<file path="config.mk">
export PLATFORM = sky130hd
export DESIGN_NAME = q_sync_fifo
export DESIGN_NICKNAME = d
export VERILOG_FILES = /design/src/rtl/q_pkg.sv /design/src/rtl/q_sync.sv /design/src/rtl/q_sync_fifo.sv
export SDC_FILE = /design/constraint.sdc
export NUM_CORES = 1
export LEC_CHECK = 0
export CAP_MARGIN = 15
export CORE_UTILIZATION = 50
export CTS_CLUSTER_SIZE = 14
export DETAILED_ROUTE_END_ITERATION = 16
export GPL_TIMING_DRIVEN = 0
export PLACE_DENSITY = 0.73
export SETUP_SLACK_MARGIN = 0.4
export SLEW_MARGIN = 20
export SYNTH_ARGS = -nofsm -noshare
export SYNTH_HDL_FRONTEND = slang
export SYNTH_SLANG_ARGS = --single-unit
</file>
<file path="constraint.sdc">
create_clock -name clk -period 2.1 [get_ports clk]
set_input_delay 0.42 -clock clk [delete_from_list [all_inputs] [get_ports clk]]
set_output_delay 0.42 -clock clk [all_outputs]
set_load 0.01 [all_outputs]
</file>
<file path="src/rtl/q_pkg.sv">
// Shared types, defaults and helpers for the Q-flop async-to-clocked boundary blocks.
package q_pkg;

    localparam int unsigned Q_WIDTH       = 8;
    localparam int unsigned Q_DEPTH       = 4;
    localparam int unsigned Q_SYNC_STAGES = 2;

    typedef enum logic {
        Q_IDLE  = 1'b0,
        Q_ACKED = 1'b1
    } q_state_e;

    // Pointer width for a power-of-two FIFO; never narrower than one bit.
    function automatic int unsigned q_ptr_w(input int unsigned depth);
        return (depth > 1) ? $clog2(depth) : 1;
    endfunction

endpackage

</file>
<file path="src/rtl/q_sync.sv">
// Multi-flop level synchroniser for an asynchronous input, cleared by rst_l.
module q_sync
    import q_pkg::*;
#(
    parameter int unsigned STAGES = Q_SYNC_STAGES
) (
    input  logic clk,
    input  logic rst_l,
    input  logic d,
    output logic q
);

    logic [STAGES-1:0] chain;

    always_ff @(posedge clk or negedge rst_l) begin
        if (!rst_l) begin
            chain <= '0;
        end else begin
            chain <= {chain[STAGES-2:0], d};
        end
    end

    assign q = chain[STAGES-1];

endmodule

</file>
<file path="src/rtl/q_sync_fifo.sv">
// 4-phase req/ack capture of bundled data into a small FIFO, drained by a valid/ready consumer.
module q_sync_fifo
    import q_pkg::*;
#(
    parameter int unsigned WIDTH       = Q_WIDTH,
    parameter int unsigned DEPTH       = Q_DEPTH,
    parameter int unsigned SYNC_STAGES = Q_SYNC_STAGES
) (
    input  logic                     clk,
    input  logic                     rst_l,
    input  logic                     a_req,
    input  logic [WIDTH-1:0]         a_data,
    output logic                     a_ack,
    output logic                     out_valid,
    input  logic                     out_ready,
    output logic [WIDTH-1:0]         out_data,
    output logic [$clog2(DEPTH):0]   count
);

    localparam int unsigned PW = q_ptr_w(DEPTH);
    localparam int unsigned CW = $clog2(DEPTH) + 1;
    localparam logic [CW-1:0] FULL_CNT = CW'(DEPTH);
    localparam logic [CW-1:0] ONE_CNT  = CW'(1);

    logic             req_s;
    q_state_e         state_q;
    q_state_e         state_d;
    logic             push;
    logic             pop;
    logic             can_push;
    logic [PW-1:0]    wr_ptr;
    logic [PW-1:0]    rd_ptr;
    logic [PW-1:0]    rd_next;
    logic [CW-1:0]    count_q;
    logic [WIDTH-1:0] head_q;
    logic [WIDTH-1:0] mem [DEPTH];

    q_sync #(
        .STAGES (SYNC_STAGES)
    ) u_req_sync (
        .clk   (clk),
        .rst_l (rst_l),
        .d     (a_req),
        .q     (req_s)
    );

    assign out_valid = (count_q != '0);
    assign pop       = out_valid && out_ready;
    assign can_push  = (count_q < FULL_CNT) || pop;
    assign rd_next   = rd_ptr + PW'(1);

    always_ff @(posedge clk or negedge rst_l) begin
        if (!rst_l) begin
            state_q <= Q_IDLE;
        end else begin
            state_q <= state_d;
        end
    end

    always_comb begin
        state_d = state_q;
        push    = 1'b0;
        case (state_q)
            Q_IDLE: begin
                if (req_s && can_push) begin
                    push    = 1'b1;
                    state_d = Q_ACKED;
                end
            end
            Q_ACKED: begin
                if (!req_s) begin
                    state_d = Q_IDLE;
                end
            end
            default: state_d = Q_IDLE;
        endcase
    end

    // Ack is the registered FSM state, so it can never glitch.
    assign a_ack = (state_q == Q_ACKED);

    always_ff @(posedge clk) begin
        if (push) begin
            mem[wr_ptr] <= a_data;
        end
    end

    always_ff @(posedge clk or negedge rst_l) begin
        if (!rst_l) begin
            wr_ptr  <= '0;
            rd_ptr  <= '0;
            count_q <= '0;
        end else begin
            if (push) begin
                wr_ptr <= wr_ptr + PW'(1);
            end
            if (pop) begin
                rd_ptr <= rd_next;
            end
            case ({push, pop})
                2'b10:   count_q <= count_q + ONE_CNT;
                2'b01:   count_q <= count_q - ONE_CNT;
                default: count_q <= count_q;
            endcase
        end
    end

    // Head is kept in its own register so out_data has a defined reset value
    // while the storage array stays unreset; it mirrors mem[rd_ptr] and holds
    // the last popped word once the FIFO drains.
    always_ff @(posedge clk or negedge rst_l) begin
        if (!rst_l) begin
            head_q <= '0;
        end else if (push && ((count_q == '0) || (pop && (count_q == ONE_CNT)))) begin
            head_q <= a_data;
        end else if (pop && (count_q > ONE_CNT)) begin
            head_q <= mem[rd_next];
        end
    end

    assign out_data = head_q;
    assign count    = count_q;

endmodule

</file>
# Word level (Yosys, flattened, before mapping)
# Memories as Yosys holds them, arrays and structs flattened.
# Index checks and enable logic that the tools add are counted.
# word_totals
out_inout_bits	13
reg_bits	18
elab_cells	37
ramBits	32
inputBits	12
mem_count	1
# op_classes
reduce_logical	11
eq_ne	3
n_bitwise	1
n_lt_le_gt_ge	2
n_addsub	4
muxes	9
# memory_table
memory	depth	word_bits	rd	rd_ports_with_merged_regs	wr	line	source
mem	4	8	1	0	1	q_sync_fifo.sv:36	logic [WIDTH-1:0] mem [DEPTH];
# op_table
operator	n
two-way mux 8 bit	2
case mux 3 bit (2 select lines)	1
logical AND 1 bit	5
two-way mux 1 bit	5
adder 2 x 1 -> 2 bit (second input constant)	2
nonzero test 2 bit	2
adder 3 x 1 -> 3 bit (second input constant)	1
== test 3 x 1 -> 1 bit (second input constant)	1
> comparator 3 x 1 -> 1 bit (second input constant)	1
logical NOT 3 bit	1
< comparator 3 bit (second input constant)	1
nonzero test 3 bit	1
subtractor 3 x 1 -> 3 bit (second input constant)	1
== test 2 x 1 -> 1 bit (second input constant)	1
== test 2 bit (second input constant)	1
logical OR 1 bit	2
case mux 1 bit (2 select lines)	1
NOT 1 bit	1

# Depth between registers and ports, before layout
# Gate-level depths: netlist of run 1.
# depth
word_depth	8
depth_mapped	8
mapped_depth_nobuf	8

# Modules after synthesis
# Synthesis of run 1 repeated with hierarchy kept, for this count alone.
# hier_totals
hier_cells	140
area_unflattened_um2	2134.5
# modules_own_cells
mod	cells_per_inst	seq_area_each_um2	area_each_um2	n_inst
q_sync_fifo	138	1361.3	2084.5	1
q_sync	2	50.0	50.0	1

# Worst setup path before layout of run 1
# OpenSTA, ideal clock, no wires.
# synth_timing
kind	reg-to-reg
startpoint	reg count_q[0], in the netlist count[0]
endpoint	reg count_q[2], in the netlist count[2]
path_stages_with_launch	9
t_required_ns	1.977
slack_ns	0.313
t_arrival_ns	1.664
n_path_buf	0
setup_ns	0.123
period_less_slack_ns	1.787
path_cell_list	dfrtp_1 -> inv_1 -> ha_1 -> nand2b_1 -> and2_1 -> ha_1 -> mux2i_1 -> nor2_1 -> xnor2_1
# synth_between
elab_chain_len	8
elab_cells_between_ends	13
classes_between	add/sub: 2; order compare: 1; eq/ne: 2; mux: 3; reduce/logical: 5
# synth_rtl
element	line	source
start: declaration	q_sync_fifo.sv:34	logic [CW-1:0] count_q;
start signal: assignment	q_sync_fifo.sv:101	2'b10: count_q <= count_q + ONE_CNT;
start signal: assignment	q_sync_fifo.sv:102	2'b01: count_q <= count_q - ONE_CNT;
start signal: assignment	q_sync_fifo.sv:103	default: count_q <= count_q;
nonzero test 3 bit *	q_sync_fifo.sv:47	assign out_valid = (count_q != '0);
named net out_valid	q_sync_fifo.sv:14	output logic out_valid,
logical AND 1 bit *	q_sync_fifo.sv:48	assign pop = out_valid && out_ready;
named net pop	q_sync_fifo.sv:29	logic pop;
logical OR 1 bit	q_sync_fifo.sv:49	assign can_push = (count_q < FULL_CNT) || pop;
logical AND 1 bit	q_sync_fifo.sv:65	if (req_s && can_push) begin
two-way mux 1 bit	q_sync_fifo.sv:65	
two-way mux 1 bit	q_sync_fifo.sv:63	case (state_q)
== test 2 x 1 -> 1 bit or == test 2 bit (tied branches)	q_sync_fifo.sv:100	case ({push, pop})
case mux 3 bit (2 select lines) or nonzero test 2 bit (tied branches)	n/a	
# The timed path passes the listed nets; every way through them passes the cells marked *.
# A chain may end at the register's enable or synchronous reset.

# Worst setup path in the final report of run 1
# layout_timing
startpoint	reg head_q[2], in the netlist out_data[2]
endpoint	out out_data[2]
# layout_lines
element	line	source
start: declaration	q_sync_fifo.sv:35	logic [WIDTH-1:0] head_q;
start signal: assignment	q_sync_fifo.sv:115	head_q <= a_data;
start signal: assignment	q_sync_fifo.sv:117	head_q <= mem[rd_next];
end: declaration	q_sync_fifo.sv:16	output logic [WIDTH-1:0] out_data,
# No word-level cell between the ends.

==> flow_summary.yaml, run 1 <==
critical_path:
  crit_required_ns: 1.68
  path_delay_family: "buffers and inverters"
  cp.depth: 1
  worst-path-max-fanout: 2
  r2r_start: "count[0]$_DFFE_PN0P_"
  rrSetupSlack_ns: 0.48
  reg2reg_depth: 7
  critPathMaxStageDelay_ns: 0.55
  cp_slowest_cell: "clkdlybuf4s50_1"
  setup.worst_path.class: "reg2out"
  crit_arrival_ns: 1.24
  cp-start-kind: "flop"
  r2r_end: "out_data[1]$_DFFE_PN0P_"
  critPathBufInv: 1
  crit_chain: "clkdlybuf4s50_1"
  critPathCaptureType: "output pin"
synthesis:
  synth-seq-area-share_pct: 66.1
  async_flop_share_pct: 36.0
  synth.most_common_cell: "edfxtp_1"
  synth_common_cells: "edfxtp_1, nand2_1, dfrtp_1"
  yosysTopAreaCell: "edfxtp_1"
  syn_area_um2: 2130
  synth-seq-cells: 50
  synth-edff-count: 32
  yosys_warnings: 0
  synth_fp_nets: 161
  yosys.area.top_type_share_pct: 45.0
  syn_area_per_cell_um2: 15.2
  ys.flop_type: "edfxtp_1"
  synthCells: 140
  synth_cell_types: 25
  ys_top_cells_by_area: "edfxtp_1, dfrtp_1, mux4_2"
drt:
  routedWlPerCell_um: 17.9
  antenna_left: 0
  drc: 0
  via_count: 1265
  vias_per_cell: 5.62
  drt_iter0_drc: 76
  first_pass_iters: 4
  routed_wl_um: 4040
timing:
  setup_tns_ns: 0
  rsz0062_at_grt: "false"
  timing.slew.headroom_pct: 41.3
  drv_slew: 0
  post-route-worst-setup-slack_ns: 0.437
  worstMarginPinSlew_ns: 0.878
  finalCritPeriodShare_pct: 79.2
  fin_crit_ns: 1.66
  max_freq_mhz: 601
  finClkSkew_ns: 0.0125
  hold_viol: 0
  setup_violations: 0
pwr:
  power_uw: 3490
  ir_worst_vdd_mv: 0.593
  powerDensity_nw_per_um2: 1330
  leakage_uw: 0.00100
placed_design:
  gp_congestion: 0.758
  dpl.cell_count: 214
  post-dp-hpwl_um: 2710
  io_buffer_count: 24
  pre_cts_slack_ns: -0.250
cts:
  clock_path_buffers: 2
  insertion_delay_ns: 0.31
  cts_tree: "yes"
  cts_sinks: 50
  clk_pin_slew_ns: 0.10
  cts_buffers: 5
  clockRootBuffer: "clkbuf_8"
  h-tree-depth: 2
cells_and_area:
  final_nets: 195
  drive_gt1_share_pct: 23.4
  fill_cells: 283
  areaGrowthSynthToFinish_pct: 22.6
  finalNonFillerCells: 225
  diodes: 0
floorplanning:
  core_area_um2: 4060
  rows: 23
  initial_utilization_pct: 52.6
  die_y_um: 67.3
  die_w_um: 67.3
  ios: 25
  dieArea_um2: 4530
grt:
  grt.total_usage_pct: 21.2
  grt_first_pass_wirelength_um: 6440
  grt_pass1_vias: 1309
  antenna_found_initial: 0
  grt_remaining_overflow: 0
  grt_start_max_net_pins: 19
min_path:
  hold_start: "u_req_sync.chain[0]$_DFF_PN0_"
  hold_depth: 0
  min_delay_worst_endpoint: "u_req_sync.chain[1]$_DFF_PN0_"
  min_path_type: "reg2reg"
outcome:
  status: "completed"
flow_run:
  drv_cap: 0
==> what timing repair did <==
action,in CTS,in global routing
setup buffers,3,0
pin swaps,1,0
hold buffers,0,0
setup endpoints to repair,47,8
gates resized for setup,15,10
==> logic make-up after synthesis <==
group	after synthesis	synth area share [%]
DFF	50	66.1
and+or+nand+nor	41	9.14
AOI/OAI and AO/OA	13	4.98
buffers and inverters	12	2.93
muxes	9	9.09
adders and majority gates	9	5.28
xor gates and xnor gates	6	2.46
==> per-stage QoR <==
step,utilization (%),hold slack (ns),area [um2]
6_report,64.5,0.360,2620
4_1_cts,64.1,0.364,2600
5_1_grt,64.5,0.370,2620
3_5_place_dp,60.3,0.344,2450
3_3_place_gp,60.3,0.338,2450
2_1_floorplan,-,0.124,2140
==> cell usage in the layout, fill, tap and decap left out, types with 3 or more instances in the layout <==
master | netlist | layout
xnor2_1 | 5 | 5
clkbuf_8 | 0 | 5
inv_1 | 6 | 4
dlygate4sd2_1 | 0 | 3
dfrtp_1 | 18 | 16
ha_1 | 9 | 6
clkdlybuf4s50_1 | 0 | 18
edfxtp_1 | 32 | 32
and2_2 | 0 | 4
nand3_1 | 8 | 8
o211ai_1 | 8 | 8
mux4_2 | 7 | 7
buf_4 | 0 | 3
nand2_1 | 20 | 19
==> flip-flops by register name, indices dropped and copies added (netlist names) <==
name,cells
out_data,8
wr_ptr,2
mem,32
a_ack,1
u_req_sync.chain,2
count,3
rd_ptr,2
==> cell type report <==
type | count | area [um2] | share of cell area [%]
buffer | 6 | 47.5 | 1.82
clock buffer | 6 | 72.6 | 2.77
clock inverter | 2 | 37.5 | 1.43
inverter | 6 | 22.5 | 0.860
multi-input combinational | 78 | 702 | 26.8
sequential | 50 | 1410 | 54.0
tap | 50 | 62.6 | 2.39
timing repair buffer | 27 | 259 | 9.89
==> worst max path at each step <==
stage / startpoint / to / slack, ns
floorplan: count[1]$_DFFE_PN0P_ / count[2]$_DFFE_PN0P_ / 0.42
detailed placement: out_ready / mem[1][0]$_DFFE_PP_ / -0.25
CTS: count[1]$_DFFE_PN0P_ / out_valid / 0.33
global placement: out_ready / mem[1][0]$_DFFE_PP_ / -0.19
finish: out_data[2]$_DFFE_PN0P_ / out_data[2] / 0.44
global route: count[0]$_DFFE_PN0P_ / out_data[4]$_DFFE_PN0P_ / 0.41
==> routing by layer <==
| metal | wire (um) | part of all wire [%] | global-route usage (%) | up-vias |
|---|---|---|---|---|
| li1 | - | - | - | 573 |
| met1 | 1600 | 40 | 26.5 | 644 |
| met2 | 2180 | 54 | 34.5 | 40 |
| met3 | 166 | 4.1 | 4.39 | 8 |
| met4 | 92 | 2.3 | 11.7 | 0 |
| met5 | 0 | 0 | 0 | - |
==> power breakdown <==
part | leakage, uW | internal (uW) | switching, uW | total, uW
clock network | 0.0000514 | 356 | 324 | 679
registers | 0.000504 | 1280 | 114 | 1390
logic | 0.000446 | 731 | 686 | 1420
(Power assumes the default switching activity.)
==> run 2: changes to the inputs <==
Settings changed: CORE_UTILIZATION 50 to 49, PLACE_DENSITY 0.73 to 0.74.
Clock period 2.1 ns to 1.44 ns, I/O delays scaled along.
==> flow_summary.yaml, run 2 (synthesized netlist as in run 1, its figures left out) <==
timing:
  post-route-worst-setup-slack_ns: -0.152
  max_freq_mhz: 628
  fin_crit_ns: 1.59
  finClkSkew_ns: 0.00639
  drv_slew: 0
  worstMarginPinSlew_ns: 0.872
  hold_viol: 0
  timing.slew.headroom_pct: 41.9
  setup_tns_ns: -1.48
  rsz0062_at_grt: "true"
  setup_violations: 12
  finalCritPeriodShare_pct: 111
drt:
  drt_iter0_drc: 88
  via_count: 1278
  routedWlPerCell_um: 18.3
  antenna_left: 0
  routed_wl_um: 4380
  first_pass_iters: 4
  vias_per_cell: 5.35
  drc: 0
critical_path:
  worst-path-max-fanout: 3
  r2r_end: "count[2]$_DFFE_PN0P_"
  cp-start-kind: "flop"
  rrSetupSlack_ns: -0.15
  r2r_start: "count[0]$_DFFE_PN0P_"
  cpMostUsedCell: "ha_4"
  endpoint: "count[2]$_DFFE_PN0P_"
  reg2reg_depth: 8
  cp_slowest_cell: "dfrtp_2"
  setup.worst_path.class: "reg2reg"
  critPathMaxStageDelay_ns: 0.45
  crit_chain: "inv_2 -> ha_4 -> nand2b_4 -> and2_4 -> ha_4 -> mux2i_1 -> nor2_1 -> xnor2_1"
  critPathCaptureType: "flop"
  crit_required_ns: 1.66
  crit_arrival_ns: 1.82
  cp-startpoint: "count[0]$_DFFE_PN0P_"
cells_and_area:
  top_register: "mem"
  final_nets: 209
  largest_reg_flops: 32
  final_common_cell: "edfxtp_1"
  fill_cells: 278
  stdcell_area_um2: 2770
  areaGrowthSynthToFinish_pct: 29.9
  diodes: 0
  drive_gt1_share_pct: 38.1
  mostFrequentLayoutCells: "edfxtp_1, nand2_1, dfrtp_1, buf_6"
grt:
  antenna_found_initial: 0
  grt_pass1_vias: 1288
  grt_remaining_overflow: 0
  grt_first_pass_wirelength_um: 6620
  grt.total_usage_pct: 21.5
  grt_start_max_net_pins: 19
cts:
  insertion_delay_ns: 0.31
  cts_tree: "yes"
  cts_buffers: 5
  clock_path_buffers: 2
  clk_pin_slew_ns: 0.09
  clockRootBuffer: "clkbuf_8"
  cts_sinks: 50
  h-tree-depth: 2
floorplanning:
  die_w_um: 68
  ios: 25
  die_y_um: 68
  dieArea_um2: 4620
  initial_utilization_pct: 52.2
  rows: 23
  core_area_um2: 4090
placed_design:
  io_buffer_count: 24
  dpl_cell_area_um2: 2510
  post-dp-hpwl_um: 2720
  gp_congestion: 0.738
pwr:
  leakage_uw: 0.00110
  powerDensity_nw_per_um2: 1970
  power_uw: 5470
  ir_worst_vdd_mv: 0.801
outcome:
  status: "complete, but fails checks"
  failed_checks: "negative setup slack"
min_path:
  min_path_type: "in2async"
flow_run:
  drv_cap: 0
run 2: cell types whose count changed in the layout (fill, tap and decap cells not counted), sizes merged:
cell | previous run | this run
clkinvlp | 1 | 0
dlymetal6s2s | 2 | 0
buf | 7 | 35
clkinv | 0 | 2
bufinv | 1 | 0
clkbuf | 9 | 7
dlygate4sd2 | 3 | 2
clkdlybuf4s50 | 18 | 9
run 2: final cells by class:
class                      count  area, um2  share of cell area [%]
buffer                         6       51.3                    1.85
inverter                       6       25.0                   0.903
clock inverter                 2       7.51                   0.271
multi-input combinational     78        756                    27.3
sequential                    50       1420                    51.0
timing repair buffer          41        373                    13.4
clock buffer                   6       82.6                    2.98
tap                           50       62.6                    2.26
run 2: metrics by stage:
stage          hold slack [ns]  std cells  setup WS (ns)  util (%)
6_report                 0.202        239         -0.152      67.9
5_1_grt                  0.292        239         -0.213      67.9
4_1_cts                  0.247        236         -0.139      66.6
3_5_place_dp             0.339        214         -0.578      61.4
3_3_place_gp             0.340        214         -0.540      61.4
2_1_floorplan         -0.00759        140        -0.0831         -
run 2: where the power goes:
group / total (uW) / switching, uW / internal (uW)
registers: 2060 / 194 / 1870
clock network: 822 / 443 / 378
logic: 2580 / 1160 / 1420
total: 5470 / 1800 / 3670
run 2: worst max-delay path: cells and delay by family, from the launching register on:
kind                     cells  cell delay (ns)
AND/OR/NAND/NOR              3             0.38
buffers and inverters        1             0.09
multiplexers                 1             0.12
adder cells (fa/ha/maj)      2             0.33
XOR/XNOR                     1             0.14
flip-flops                   1             0.45
run 2: how the worst min path moves through the flow:
stage / startpoint / to / slack [ns]
after floorplan: rst_l / a_ack$_DFF_PN0_ / -0.008
after global placement: u_req_sync.chain[0]$_DFF_PN0_ / u_req_sync.chain[1]$_DFF_PN0_ / 0.34
after detailed placement: u_req_sync.chain[0]$_DFF_PN0_ / u_req_sync.chain[1]$_DFF_PN0_ / 0.34
after CTS: rst_l / out_data[5]$_DFFE_PN0P_ / 0.25
after global routing: rst_l / out_data[2]$_DFFE_PN0P_ / 0.29
final: rst_l / out_data[2]$_DFFE_PN0P_ / 0.20
run 2: what timing repair did:
action,4_1_cts,5_1_grt
setup buffers,14,3
endpoints found under the setup margin,78,60
pin swaps,10,10
hold buffers,0,0
gates resized for setup,72,5
run 2: metal layers:
metal	routed length [um]	vias up	GRT usage [%]
li1	-	598	-
met1	1760	634	26.6
met2	2260	38	35.8
met3	258	8	4.00
met4	98	0	11.2
met5	0	-	0
